$ cat src/rtl/fifo_word_packer.sv
// Packs RATIO consecutive entries from a first-word-fall-through fifo into one
// little-endian wide word, presented on a registered valid/ready output with flush support.
module fifo_word_packer #(
    parameter int DATA_WIDTH = 8,
    parameter int RATIO      = 2
) (
    input  logic                          clk,
    input  logic                          reset,
    input  logic                          fifo_empty,
    input  logic [DATA_WIDTH-1:0]         fifo_read_data,
    output logic                          fifo_read_en,
    input  logic                          flush,
    output logic                          out_valid,
    input  logic                          out_ready,
    output logic [DATA_WIDTH*RATIO-1:0]   out_data,
    output logic                          out_partial
);

    localparam int            CW        = $clog2(RATIO);
    localparam int            WW        = DATA_WIDTH * RATIO;
    localparam logic [CW-1:0] LAST_LANE = CW'(RATIO - 1);

    logic [CW-1:0] cnt_r;
    logic [WW-1:0] acc_r;
    logic [WW-1:0] out_data_r;
    logic          out_valid_r;
    logic          out_partial_r;
    logic          flush_pending_r;

    logic          out_free_s;
    logic          last_lane_s;
    logic          pop_s;
    logic          complete_s;
    logic          flush_req_s;
    logic [CW:0]   eff_cnt_s;
    logic [WW-1:0] acc_next_s;

    // The final lane may only be popped when the completed word has somewhere to go.
    assign out_free_s   = !out_valid_r || out_ready;
    assign last_lane_s  = (cnt_r == LAST_LANE);
    assign pop_s        = reset && !fifo_empty && !flush_pending_r && !(last_lane_s && !out_free_s);
    assign complete_s   = pop_s && last_lane_s;
    assign flush_req_s  = flush || flush_pending_r;
    assign eff_cnt_s    = {1'b0, cnt_r} + {{CW{1'b0}}, pop_s};

    assign fifo_read_en = pop_s;
    assign out_valid    = out_valid_r;
    assign out_data     = out_data_r;
    assign out_partial  = out_partial_r;

    // Accumulator view including the lane popped this cycle.
    always_comb begin
        acc_next_s = acc_r;
        for (int k = 0; k < RATIO; k++) begin
            if (pop_s && (cnt_r == CW'(k))) begin
                acc_next_s[k*DATA_WIDTH +: DATA_WIDTH] = fifo_read_data;
            end else begin
                acc_next_s[k*DATA_WIDTH +: DATA_WIDTH] = acc_r[k*DATA_WIDTH +: DATA_WIDTH];
            end
        end
    end

    // Lane counter, accumulator, output register and pending-flush state.
    always_ff @(posedge clk or negedge reset) begin
        if (!reset) begin
            cnt_r           <= {CW{1'b0}};
            acc_r           <= {WW{1'b0}};
            out_valid_r     <= 1'b0;
            out_data_r      <= {WW{1'b0}};
            out_partial_r   <= 1'b0;
            flush_pending_r <= 1'b0;
        end else if (complete_s) begin
            // A completing pop wins over any flush: the word is full, not partial.
            out_valid_r     <= 1'b1;
            out_data_r      <= acc_next_s;
            out_partial_r   <= 1'b0;
            acc_r           <= {WW{1'b0}};
            cnt_r           <= {CW{1'b0}};
            flush_pending_r <= 1'b0;
        end else if (flush_req_s && (eff_cnt_s != {(CW+1){1'b0}})) begin
            if (out_free_s) begin
                out_valid_r     <= 1'b1;
                out_data_r      <= acc_next_s;
                out_partial_r   <= 1'b1;
                acc_r           <= {WW{1'b0}};
                cnt_r           <= {CW{1'b0}};
                flush_pending_r <= 1'b0;
            end else begin
                acc_r           <= acc_next_s;
                cnt_r           <= eff_cnt_s[CW-1:0];
                flush_pending_r <= 1'b1;
            end
        end else begin
            if (out_valid_r && out_ready) begin
                out_valid_r <= 1'b0;
            end else begin
                out_valid_r <= out_valid_r;
            end
            acc_r           <= acc_next_s;
            cnt_r           <= eff_cnt_s[CW-1:0];
            flush_pending_r <= 1'b0;
        end
    end

endmodule

$ cat config.mk
export PLATFORM = sky130hd
export DESIGN_NAME = fifo_word_packer
export DESIGN_NICKNAME = d
export VERILOG_FILES = /design/src/rtl/fifo_word_packer.sv
export SDC_FILE = /design/constraint.sdc
export NUM_CORES = 1
export LEC_CHECK = 0
export CAP_MARGIN = 20
export CORE_ASPECT_RATIO = 1.25
export CORE_UTILIZATION = 24
export DETAILED_ROUTE_END_ITERATION = 10
export SLEW_MARGIN = 20
export SYNTH_ARGS = -nofsm -noshare
export SYNTH_HDL_FRONTEND = slang
export SYNTH_SLANG_ARGS = --single-unit
$ cat constraint.sdc
create_clock -name clk -period 2.1 [get_ports clk]
set_input_delay 0.21 -clock clk [delete_from_list [all_inputs] [get_ports clk]]
set_output_delay 0.21 -clock clk [all_outputs]
set_load 0.05 [all_outputs]
==> impl_metrics.json <==
{
  "wl_per_cell_um": 14.04,
  "end_kind": "flop",
  "hp-class": "input pin to asynchronous set/reset pin",
  "fin_nets": 195,
  "start_util_pct": 25.14,
  "crit_cells": 10,
  "ctsHoldBuffers": 0,
  "antenna_found_initial": 0,
  "setup_violations": 0,
  "h-tree-depth": 2,
  "r2r_cells": 9,
  "fmax_mhz": 484.1,
  "firstDrtPassIters": 4,
  "gp_congestion": 0.8303,
  "diodes": 0,
  "path_cells": "clkdlybuf4s50_1 -> or3b_4 -> a21o_1 -> ha_1 -> o21bai_4 -> buf_4 -> nor2_4 -> buf_4 -> a21oi_1 -> a21oi_1",
  "grt_pass1_vias": 1080,
  "final-max-slew-violation-count": 0,
  "placement_rows": 31,
  "path_max_fanout": 4,
  "place_inst": 236,
  "critPathKind": "input pin to flop",
  "slew-limit-headroom_pct": 66.19,
  "cpLargestDelayFamily": "buffers and inverters",
  "stdcell_count": 248,
  "grt_overflow_total": 0,
  "crit_arrival_ns": 2.29,
  "worstPathRequired_ns": 2.32,
  "synth_cell_type_count": 22,
  "yosys_warnings": 0,
  "start_kind": "input pin",
  "p_per_area_nw_per_um2": 1430,
  "drc": 0,
  "finalWorstSetupSlack_ns": 0.03425,
  "finalSetupTns_ns": 0,
  "die-height_um": 89.28,
  "cp_num_buf_inv": 3,
  "cts_tree": "done",
  "cts-root-buf": "clkbuf_8",
  "slowest_stage": "clkdlybuf4s50_1",
  "vias": 1114,
  "ir_worst_vdd_mv": 0.3966,
  "design_area_um2": 2096,
  "drv_cap": 0,
  "dp_hpwl_mm": 2.379,
  "cp_slowest_stage_delay_ns": 0.45,
  "grt_start_max_net_pins": 37,
  "postRouteAntennaNets": 0,
  "syn_to_final_growth_pct": 43.28,
  "power_leakage_nw": 0.9673,
  "port_buffers": 31,
  "syn-instance-count": 134,
  "final_common_cell": "dfrtp_1",
  "path_clk_slew_ns": 0.07,
  "drive_gt1_share_pct": 18.13,
  "clock_path_buffers": 2,
  "drt-initial-drc-count": 71,
  "avgSynthCellArea_um2": 10.92,
  "core-area_um2": 5818,
  "yosysSeqAreaShare_pct": 61.59,
  "fin_skew_ns": 0.009472,
  "tightest_slew_ns": 0.5056,
  "finish.utilization_pct": 36.02,
  "synthesis.area_um2": 1463,
  "viasPerCell": 4.492,
  "synthesis.nets": 148,
  "post-place-ws_ns": -0.2828,
  "status": "finished, final reports clean",
  "ys_ff_latch": 36,
  "worst_skew_pair.late_latency_ns": 0.29,
  "die-area_um2": 6413,
  "cts_inserted_buffers": 5,
  "period_needed_ns": 2.066,
  "final_hold_viol_count": 0,
  "rsz0062_at_grt": "true",
  "die_w_um": 71.83,
  "wirelength_mm": 3.482,
  "grt_pass1_wl_mm": 5.671,
  "fin_crit_sh_pct": 98.37,
  "cts_sinks": 36,
  "mostFrequentLayoutCells": "dfrtp_1 (35), clkdlybuf4s50_1 (29), a21oi_1 (22)",
  "dpl_cell_area_um2": 1942,
  "power.total_mw": 2.996,
  "io_pins": 32,
  "hold_slack_ns": 0.01723,
  "grt_usage_pct": 12.11
}
[final cells by class]
class | instances | area (um2)
inverter | 2 | 7.507
multi-input combinational | 89 | 546.8
timing repair buffer | 47 | 475.5
sequential | 36 | 902.1
clock buffer | 7 | 76.32
fill | 608 | 3722
tap | 66 | 82.58
clock inverter | 1 | 5.005
[synth_stat cells]
| library cell | number | area (um2) |
|---|---|---|
| dfrtp_1 | 36 | 900.9 |
| ha_1 | 1 | 12.51 |
| nor2_2 | 1 | 6.260 |
| nand2b_1 | 2 | 12.51 |
| and3_1 | 9 | 56.30 |
| buf_2 | 1 | 5.000 |
| nand2_1 | 8 | 30.03 |
| nor2_1 | 20 | 75.07 |
| nor2b_1 | 1 | 6.260 |
| mux2i_1 | 8 | 80.08 |
| a21o_1 | 1 | 7.510 |
| nor3_1 | 8 | 40.04 |
| inv_1 | 2 | 7.510 |
| nand3_1 | 1 | 5.000 |
| or3b_4 | 1 | 11.26 |
| nand2_4 | 1 | 11.26 |
| nor3_4 | 1 | 16.27 |
| clkbuf_1 | 3 | 11.26 |
| o21bai_1 | 1 | 7.510 |
| or3_1 | 1 | 6.260 |
| a21oi_1 | 24 | 120.1 |
| buf_6 | 3 | 33.78 |
[worst reg2reg max path: cells and delay by family, from the launching register on]
family                   cells  cell delay (ns)
AO/OA/AOI/OAI                4             0.54
AND/OR/NAND/NOR              2             0.54
adder cells (fa/ha/maj)      1             0.20
buffers and inverters        2             0.30
flip-flops                   1             0.39
[timing repair]
item / 4_1_cts / 5_1_grt
gates resized for setup: 0 / 9
setup endpoints to repair: 0 / 24
setup buffers: 0 / 3
[worst paths after layout]
check	from	end	slack [ns]
min in group clk	out_partial$_DFFE_PN0P_	out_partial$_DFFE_PN0P_	0.50
max	fifo_empty	out_data[11]$_DFFE_PN0P_	0.03
max reg2reg	flush_pending_r$_DFF_PN0_	out_data[11]$_DFFE_PN0P_	0.05
min reg2reg	out_partial$_DFFE_PN0P_	out_partial$_DFFE_PN0P_	0.50
min	reset	out_data[15]$_DFFE_PN0P_	0.02
max in group asynchronous	reset	out_valid$_DFFE_PN0P_	1.74
[power by group]
group | internal (mW) | switching [mW]
registers | 0.916 | 0.116
logic | 0.554 | 0.942
clock network | 0.232 | 0.236
total | 1.70 | 1.29
[sequential cells by signal (all words and copies together) (netlist names)]
| signal | count |
|---|---|
| out_data | 16 |
| cnt_r | 1 |
| acc_r | 16 |
| out_valid | 1 |
| flush_pending_r | 1 |
| out_partial | 1 |
[routing by layer]
metal | track usage [%] | part of all wire, % | vias up
li1 | - | - | 544
met1 | 15.73 | 45 | 537
met2 | 18.18 | 49 | 26
met3 | 3.044 | 3.6 | 7
met4 | 7.487 | 2.6 | 0
met5 | 0 | 0 | -
[logic make-up after synthesis]
logic type | share of synthesized area, %
AO/OA/AOI/OAI | 9.239
adder cells (fa/ha/maj) | 0.8553
buffers and inverters | 3.935
flip-flops | 61.59
multiplexers | 5.475
AND/OR/NAND/NOR | 18.91
Note: power is estimated with default switching activity, not from simulation.
